===== config.mk =====
export PLATFORM = sky130hd
export DESIGN_NAME = muldiv_ctrl
export DESIGN_NICKNAME = d
export VERILOG_FILES = /design/src/rtl/muldiv_pkg.sv /design/src/rtl/muldiv_iter.sv /design/src/rtl/muldiv_ctrl.sv
export SDC_FILE = /design/constraint.sdc
export NUM_CORES = 1
export LEC_CHECK = 0
export BUFFER_PORTS_ARGS = -buffer_cell sky130_fd_sc_hd__buf_4
export CAP_MARGIN = 20
export CORE_UTILIZATION = 41
export CTS_CLUSTER_DIAMETER = 150
export DETAILED_ROUTE_END_ITERATION = 10
export PLACE_DENSITY = 0.62
export SETUP_SLACK_MARGIN = 0.4
export SLEW_MARGIN = 30
export SYNTH_ARGS = -nofsm -noshare
export SYNTH_HDL_FRONTEND = slang
export SYNTH_HIERARCHICAL = 1
export SYNTH_SLANG_ARGS = --single-unit

===== constraint.sdc =====
create_clock -name clk -period 3.9 [get_ports clk]
set_input_delay 1.17 -clock clk [delete_from_list [all_inputs] [get_ports clk]]
set_output_delay 1.17 -clock clk [all_outputs]
set_load 0.03 [all_outputs]

===== src/rtl/muldiv_pkg.sv =====
// Shared definitions for the multiply/divide sequencer: funct codes and FSM states.
package muldiv_pkg;

    // R-type funct codes handled by the HI/LO unit
    localparam logic [5:0] F_MFHI  = 6'h10;
    localparam logic [5:0] F_MTHI  = 6'h11;
    localparam logic [5:0] F_MFLO  = 6'h12;
    localparam logic [5:0] F_MTLO  = 6'h13;
    localparam logic [5:0] F_MULT  = 6'h18;
    localparam logic [5:0] F_MULTU = 6'h19;
    localparam logic [5:0] F_DIV   = 6'h1A;
    localparam logic [5:0] F_DIVU  = 6'h1B;

    typedef enum logic [2:0] {
        IDLE = 3'd0,
        MUL  = 3'd1,
        DIV  = 3'd2,
        FIX  = 3'd3,
        DONE = 3'd4
    } muldiv_state_t;

    // Signed variants need magnitude operands and sign correction afterwards
    function automatic logic is_signed_op(input logic [5:0] f);
        return (f == F_MULT) || (f == F_DIV);
    endfunction

endpackage


===== src/rtl/muldiv_iter.sv =====
// Iterative datapath: shift-add multiplier and restoring divider sharing one
// operand register and one upper/lower shift register pair.
//  mul: upper = partial product high half, lower = multiplier shifting out
//  div: upper = partial remainder, lower = dividend shifting out / quotient in
module muldiv_iter #(
    parameter int WIDTH = 32
) (
    input  logic                 clk_i,
    input  logic                 rst_ni,
    input  logic                 load_i,
    input  logic                 step_i,
    input  logic                 div_i,
    input  logic [WIDTH-1:0]     op_a_i,
    input  logic [WIDTH-1:0]     op_b_i,
    output logic [2*WIDTH-1:0]   result_o
);

    logic [WIDTH-1:0] opnd_q, opnd_d;   // multiplicand or divisor
    logic [WIDTH:0]   upper_q, upper_d; // product high half / partial remainder
    logic [WIDTH-1:0] lower_q, lower_d; // multiplier / dividend -> quotient
    logic [WIDTH:0]   mul_sum;
    logic [WIDTH+1:0] div_diff;

    // Adder for mul, trial subtract of the shifted remainder for div
    always_comb begin
        mul_sum  = upper_q + (lower_q[0] ? {1'b0, opnd_q} : '0);
        div_diff = {upper_q, lower_q[WIDTH-1]} - {2'b00, opnd_q};
    end

    // Next-state for operand and shift registers
    always_comb begin
        opnd_d  = opnd_q;
        upper_d = upper_q;
        lower_d = lower_q;
        if (load_i) begin
            opnd_d  = div_i ? op_b_i : op_a_i;
            upper_d = '0;
            lower_d = div_i ? op_a_i : op_b_i;
        end else if (step_i) begin
            if (div_i) begin
                // Restore when the trial subtraction went negative
                if (div_diff[WIDTH+1]) begin
                    upper_d = {upper_q[WIDTH-1:0], lower_q[WIDTH-1]};
                    lower_d = {lower_q[WIDTH-2:0], 1'b0};
                end else begin
                    upper_d = div_diff[WIDTH:0];
                    lower_d = {lower_q[WIDTH-2:0], 1'b1};
                end
            end else begin
                // Carry of the add shifts into the top, LSB into lower half
                upper_d = {1'b0, mul_sum[WIDTH:1]};
                lower_d = {mul_sum[0], lower_q[WIDTH-1:1]};
            end
        end
    end

    // Datapath registers
    always_ff @(posedge clk_i or negedge rst_ni) begin
        if (!rst_ni) begin
            opnd_q  <= '0;
            upper_q <= '0;
            lower_q <= '0;
        end else begin
            opnd_q  <= opnd_d;
            upper_q <= upper_d;
            lower_q <= lower_d;
        end
    end

    assign result_o = {upper_q[WIDTH-1:0], lower_q};

endmodule


===== src/rtl/muldiv_ctrl.sv =====
// Multiply/divide sequencer: FSM, iteration counter, sign handling, and the
// architectural HI/LO registers.
module muldiv_ctrl
    import muldiv_pkg::*;
#(
    parameter int WIDTH = 32
) (
    input  logic             clk,
    input  logic             reset,
    input  logic             start,
    input  logic [5:0]       funct,
    input  logic [WIDTH-1:0] srca,
    input  logic [WIDTH-1:0] srcb,
    output logic             busy,
    output logic             done,
    output logic             divzero,
    output logic [WIDTH-1:0] rdata
);

    localparam int CW = $clog2(WIDTH) + 1;

    muldiv_state_t    state_q, state_d;
    logic [CW-1:0]    cnt_q, cnt_d;
    logic             is_div_q, is_div_d;
    logic             neg_res_q, neg_res_d;   // negate product / quotient
    logic             neg_rem_q, neg_rem_d;   // negate remainder
    logic             dz_q, dz_d;
    logic [WIDTH-1:0] hi_q, hi_d;
    logic [WIDTH-1:0] lo_q, lo_d;

    logic             op_mul, op_div, op_sgn, sign_a, sign_b;
    logic [WIDTH-1:0] abs_a, abs_b;
    logic             idle_start, load, step, iter_div, last;
    logic [2*WIDTH-1:0] raw, prod_fix;
    logic [WIDTH-1:0] quo_fix, rem_fix;

    // Decode the request and form magnitude operands for signed ops
    always_comb begin
        op_mul     = (funct == F_MULT) || (funct == F_MULTU);
        op_div     = (funct == F_DIV)  || (funct == F_DIVU);
        op_sgn     = is_signed_op(funct);
        sign_a     = op_sgn & srca[WIDTH-1];
        sign_b     = op_sgn & srcb[WIDTH-1];
        abs_a      = sign_a ? -srca : srca;
        abs_b      = sign_b ? -srcb : srcb;
        idle_start = (state_q == IDLE) && start;
        load       = idle_start && (op_mul || (op_div && (srcb != '0)));
        step       = (state_q == MUL) || (state_q == DIV);
        iter_div   = load ? op_div : is_div_q;
        last       = (cnt_q == CW'(WIDTH - 1));
    end

    muldiv_iter #(.WIDTH(WIDTH)) u_iter (
        .clk_i    (clk),
        .rst_ni   (reset),
        .load_i   (load),
        .step_i   (step),
        .div_i    (iter_div),
        .op_a_i   (abs_a),
        .op_b_i   (abs_b),
        .result_o (raw)
    );

    // Sign correction applied on the way into HI/LO
    always_comb begin
        prod_fix = neg_res_q ? -raw : raw;
        quo_fix  = neg_res_q ? -raw[WIDTH-1:0] : raw[WIDTH-1:0];
        rem_fix  = neg_rem_q ? -raw[2*WIDTH-1:WIDTH] : raw[2*WIDTH-1:WIDTH];
    end

    // Next-state, counter, latched flags and HI/LO updates
    always_comb begin
        state_d   = state_q;
        cnt_d     = cnt_q;
        is_div_d  = is_div_q;
        neg_res_d = neg_res_q;
        neg_rem_d = neg_rem_q;
        dz_d      = dz_q;
        hi_d      = hi_q;
        lo_d      = lo_q;
        unique case (state_q)
            IDLE: begin
                if (idle_start) begin
                    if (funct == F_MTHI) begin
                        hi_d = srca;
                    end else if (funct == F_MTLO) begin
                        lo_d = srca;
                    end else if (op_div && (srcb == '0)) begin
                        // Divide by zero: report and leave HI/LO alone
                        state_d = DONE;
                        dz_d    = 1'b1;
                    end else if (load) begin
                        state_d   = op_div ? DIV : MUL;
                        cnt_d     = '0;
                        is_div_d  = op_div;
                        neg_res_d = sign_a ^ sign_b;
                        neg_rem_d = sign_a;
                        dz_d      = 1'b0;
                    end
                end
            end
            MUL, DIV: begin
                cnt_d = cnt_q + CW'(1);
                if (last) state_d = FIX;
            end
            FIX: begin
                state_d = DONE;
                dz_d    = 1'b0;
                if (is_div_q) begin
                    hi_d = rem_fix;
                    lo_d = quo_fix;
                end else begin
                    hi_d = prod_fix[2*WIDTH-1:WIDTH];
                    lo_d = prod_fix[WIDTH-1:0];
                end
            end
            DONE:    state_d = IDLE;
            default: state_d = IDLE;
        endcase
    end

    // State register
    always_ff @(posedge clk or negedge reset) begin
        if (!reset) state_q <= IDLE;
        else        state_q <= state_d;
    end

    // Counter, flags and architectural HI/LO
    always_ff @(posedge clk or negedge reset) begin
        if (!reset) begin
            cnt_q     <= '0;
            is_div_q  <= 1'b0;
            neg_res_q <= 1'b0;
            neg_rem_q <= 1'b0;
            dz_q      <= 1'b0;
            hi_q      <= '0;
            lo_q      <= '0;
        end else begin
            cnt_q     <= cnt_d;
            is_div_q  <= is_div_d;
            neg_res_q <= neg_res_d;
            neg_rem_q <= neg_rem_d;
            dz_q      <= dz_d;
            hi_q      <= hi_d;
            lo_q      <= lo_d;
        end
    end

    assign busy    = (state_q != IDLE);
    assign done    = (state_q == DONE);
    assign divzero = done & dz_q;
    assign rdata   = (funct == F_MFHI) ? hi_q : lo_q;

endmodule

==> flow_summary.json <==
{
  "status": "complete, no violations",
  "hold_violations": 0,
  "cts_tree": "yes",
  "edff_count_synth": 0,
  "crit_path_frequent_cell": "sky130_fd_sc_hd__buf_6",
  "clock_tree.root_cell": "sky130_fd_sc_hd__clkbuf_16",
  "maximum_number_of_pins_on_one_net_before_global_route_repair": 123,
  "synth-warning-count": 6,
  "holdPathStages": 2,
  "io_buffers": 107,
  "timing.critical_path.arrival_ps": 2520,
  "cts.path.max_buffers": 2,
  "layout-area-overhead-vs-synth_pct": 17.7,
  "critical-path-max-stage-delay_ps": 310,
  "layout_worst_path_cycle_share_pct": 94.6,
  "pin_count": 108,
  "clock_sinks": 174,
  "drt_first_iter_violations": 1560,
  "min_from": "hi_q[5]",
  "post_route_cells_drive_above_1_share_pct": 18.9,
  "critical_path.cell_chain": "buf_6 > nor3b_4 > nor2b_4 > nand2_8 > buf_16 > mux2_4 > buf_6",
  "drtAntennaViolNets": 0,
  "pwr_density_cell_nw_per_um2": 992,
  "critical_path.endpoint_type": "output pin",
  "dpl_worst_slack_ps": -183,
  "gp_congestion": 0.999,
  "worst_hold_path.endpoint": "hi_q[5]",
  "finalSetupViolations": 0,
  "static-leakage-power_nw": 8.97,
  "regToRegStartpoint": "u_iter/lower_q[0]",
  "syn_avg_cell_area_um2": 8.10,
  "clk_pin_slew_ps": 80,
  "rows": 74,
  "crit_required_ps": 2730,
  "mappedNetlistNets": 2235,
  "core_um2": 40700,
  "design.die.area_um2": 42100,
  "cts-buffers-inserted": 17,
  "post-route-worst-setup-slack_ps": 212,
  "slowest_stage": "sky130_fd_sc_hd__mux2_4",
  "grt_pass1_vias": 15600,
  "grt_antenna_before_repair": 0,
  "wire_length_of_the_first_global_routing_pass_um": 95600,
  "crit_path_max_fanout": 8,
  "final-instance-count-excl-fill": 2748,
  "layout_common_cells": "sky130_fd_sc_hd__nor2_1, sky130_fd_sc_hd__a21oi_1, sky130_fd_sc_hd__buf_4, sky130_fd_sc_hd__nand2_1, sky130_fd_sc_hd__dfrtp_1",
  "cts-hold-fix-buffers": 0,
  "num_vias": 17000,
  "final-max-slew-violation-count": 0,
  "number_of_diodes_added_for_antenna_fixing": 0,
  "startpoint_type": "input pin",
  "detail_route.drc_violations": 0,
  "largest_vdd_supply_drop_uv": 324,
  "detailed_routing_iterations_pass_1": 5,
  "route.detailed.vias_per_inst": 6.17,
  "min-delay-path-class": "reg2reg",
  "maxcap_violations": 0,
  "yosys_most_used_dff": "sky130_fd_sc_hd__dfrtp_1",
  "synthesis.instances": 2091,
  "worst_hold_slack_ps": 525,
  "detailed_route_wire_length_um": 64300,
  "die_y_um": 205,
  "final_common_cell": "sky130_fd_sc_hd__nor2_1",
  "rsz0062_at_grt": "true",
  "track_usage_pct": 30.0,
  "synthArstFlopShare_pct": 100,
  "finalClockSkew_ps": 11.3,
  "cts_max_level": 4,
  "reg2reg_depth": 13,
  "placed_cells_incl_taps": 2699,
  "initial_utilization_pct": 41.6,
  "postSynthRegisterBits": 174,
  "worstReg2RegEnd": "u_iter/upper_q[27]",
  "hpwlAfterDp_um": 48200,
  "finalWorstPathRequiredPeriod_ps": 3690,
  "sequential_cell_area_fraction_in_the_yosys_report_pct": 25.7,
  "clkLatencyLatePin_ps": 450,
  "synthesis.area_um2": 16900,
  "worst-setup-path-type": "in2out",
  "chipWidth_um": 205,
  "slew_headroom_pct": 43.6,
  "timing.fmax_ghz": 0.271,
  "reg2reg_slack_ps": 430,
  "grt.overflow.total": 0,
  "synth.distinct_cells": 96,
  "layout_filler_cell_count": 3987,
  "fin_nets": 2347,
  "worst_pin_slew_ps": 845,
  "routed_wire_length_per_instance_um": 23.4
}
==> worst max-delay path, delay by kind of cell <==
family,cells,cell delay [ps]
simple gates,3,600
buf+inv,3,430
mux,1,310
==> synthesized netlist by cell type (5+ instances only) <==
| cell | number | area share, % |
|---|---|---|
| sky130_fd_sc_hd__nor2_1 | 199 | 4.4 |
| sky130_fd_sc_hd__a21oi_1 | 188 | 5.6 |
| sky130_fd_sc_hd__dfrtp_1 | 174 | 26 |
| sky130_fd_sc_hd__nand2_1 | 174 | 3.9 |
| sky130_fd_sc_hd__mux2i_1 | 127 | 7.5 |
| sky130_fd_sc_hd__o21ai_0 | 119 | 3.5 |
| sky130_fd_sc_hd__xor2_1 | 83 | 4.3 |
| sky130_fd_sc_hd__xnor2_1 | 77 | 4.0 |
| sky130_fd_sc_hd__clkbuf_1 | 75 | 1.7 |
| sky130_fd_sc_hd__inv_1 | 72 | 1.6 |
| sky130_fd_sc_hd__ha_1 | 69 | 5.1 |
| sky130_fd_sc_hd__mux2_2 | 50 | 3.3 |
| sky130_fd_sc_hd__a211oi_1 | 44 | 2.0 |
| sky130_fd_sc_hd__and2_1 | 40 | 1.5 |
| sky130_fd_sc_hd__buf_4 | 36 | 1.6 |
| sky130_fd_sc_hd__nand3_1 | 36 | 1.1 |
| sky130_fd_sc_hd__nor3_1 | 36 | 1.1 |
| sky130_fd_sc_hd__a21o_1 | 33 | 1.5 |
| sky130_fd_sc_hd__or3_1 | 25 | 0.92 |
| sky130_fd_sc_hd__o31ai_1 | 24 | 1.1 |
| sky130_fd_sc_hd__o211ai_1 | 22 | 0.98 |
| sky130_fd_sc_hd__o21ai_1 | 22 | 0.65 |
| sky130_fd_sc_hd__a31oi_1 | 20 | 0.74 |
| sky130_fd_sc_hd__nor4_1 | 20 | 0.74 |
| sky130_fd_sc_hd__and3_1 | 19 | 0.70 |
| sky130_fd_sc_hd__nand2b_1 | 19 | 0.70 |
| sky130_fd_sc_hd__a22oi_1 | 18 | 0.80 |
| sky130_fd_sc_hd__nand4_1 | 18 | 0.67 |
| sky130_fd_sc_hd__or4_1 | 18 | 0.80 |
| sky130_fd_sc_hd__o21a_1 | 15 | 0.67 |
| sky130_fd_sc_hd__or2_2 | 15 | 0.55 |
| sky130_fd_sc_hd__buf_2 | 14 | 0.41 |
| sky130_fd_sc_hd__o41ai_1 | 13 | 0.67 |
| sky130_fd_sc_hd__o21bai_1 | 12 | 0.53 |
| sky130_fd_sc_hd__o22ai_1 | 11 | 0.41 |
| sky130_fd_sc_hd__buf_1 | 10 | 0.22 |
| sky130_fd_sc_hd__nor2b_1 | 10 | 0.37 |
| sky130_fd_sc_hd__o221ai_1 | 8 | 0.41 |
| sky130_fd_sc_hd__o31a_1 | 8 | 0.41 |
| sky130_fd_sc_hd__nor3b_1 | 7 | 0.31 |
| sky130_fd_sc_hd__a32oi_1 | 5 | 0.26 |
| sky130_fd_sc_hd__nor4_4 | 5 | 0.63 |
| sky130_fd_sc_hd__o41ai_2 | 5 | 0.48 |
==> final cells by class <==
cell class | instances | area (um2) | share of cell area, %
Timing Repair Buffer | 229 | 2090 | 10.5
Inverter | 75 | 288 | 1.44
Clock buffer | 20 | 447 | 2.24
Multi-Input combinational cell | 1706 | 11900 | 59.8
Sequential cell | 174 | 4360 | 21.9
Tap cell | 532 | 666 | 3.34
Clock inverter | 12 | 159 | 0.798
==> timing repair <==
action / CTS / global route
setup endpoints to repair: 87 / 89
buffers inserted: 2 / 10
gates resized for setup: 23 / 61
hold endpoints to repair: 0 / 0
pin swaps: 0 / 14
cloned: 2 / 3
==> flip-flops by register name (all words and copies together), names as in the netlist <==
| register | flops |
|---|---|
| neg_res_q | 1 |
| state_q | 3 |
| is_div_q | 1 |
| u_iter/lower_q | 32 |
| dz_q | 1 |
| hi_q | 32 |
| lo_q | 32 |
| u_iter/upper_q | 33 |
| cnt_q | 6 |
| u_iter/opnd_q | 32 |
| neg_rem_q | 1 |
==> metal layers <==
| metal | global-route usage [%] | vias up | routed length [um] |
|---|---|---|---|
| met2 | 46.9 | 732 | 29200 |
| met4 | 9.21 | 0 | 1740 |
| met3 | 3.34 | 93 | 4280 |
| met1 | 43.0 | 8305 | 29000 |
| met5 | 0 | - | 0 |
| li1 | - | 7832 | - |
==> where the power goes <==
part,total [W],internal (W),switching (W)
Sequential,0.00378,0.00267,0.00112
Combinational,0.0141,0.00583,0.00827
Clock,0.00187,0.00104,0.000831
Total,0.0198,0.00953,0.0102
==> worst max path at each step <==
stage | end | start | slack (ps) | depth (start not counted)
after floorplan | u_iter/lower_q[9] | srcb[19] | 320 | 12
after CTS | rdata[5] | funct[5] | 260 | 7
after global placement | u_iter/lower_q[31] | srcb[24] | -230 | 13
after detailed placement | u_iter/upper_q[24] | srcb[24] | -180 | 14
final | rdata[27] | funct[2] | 210 | 7
after global routing | rdata[27] | funct[2] | 170 | 7
==> cell families (layout without fill, tap and decap cells) <==
logic type | after synthesis | in the layout | share of synthesized area, %
simple gates | 683 | 683 | 20.7
compound gates | 614 | 614 | 23.4
xor+xnor | 160 | 160 | 8.28
buf+inv | 211 | 336 | 5.62
flops | 174 | 174 | 25.7
mux | 178 | 178 | 10.9
fa+ha+maj | 71 | 71 | 5.34
==> through the flow <==
step           utilization, %  area, um2  TNS, ps  total power, W
2_1_floorplan               -      17200        0          0.0134
3_3_place_gp             46.0      18700   -10300          0.0169
3_5_place_dp             46.0      18700    -6980          0.0170
4_1_cts                  47.8      19500        0          0.0190
5_1_grt                  48.9      19900        0          0.0211
6_report                 48.9      19900        0          0.0198
Note: power is estimated with default switching activity, not from simulation.
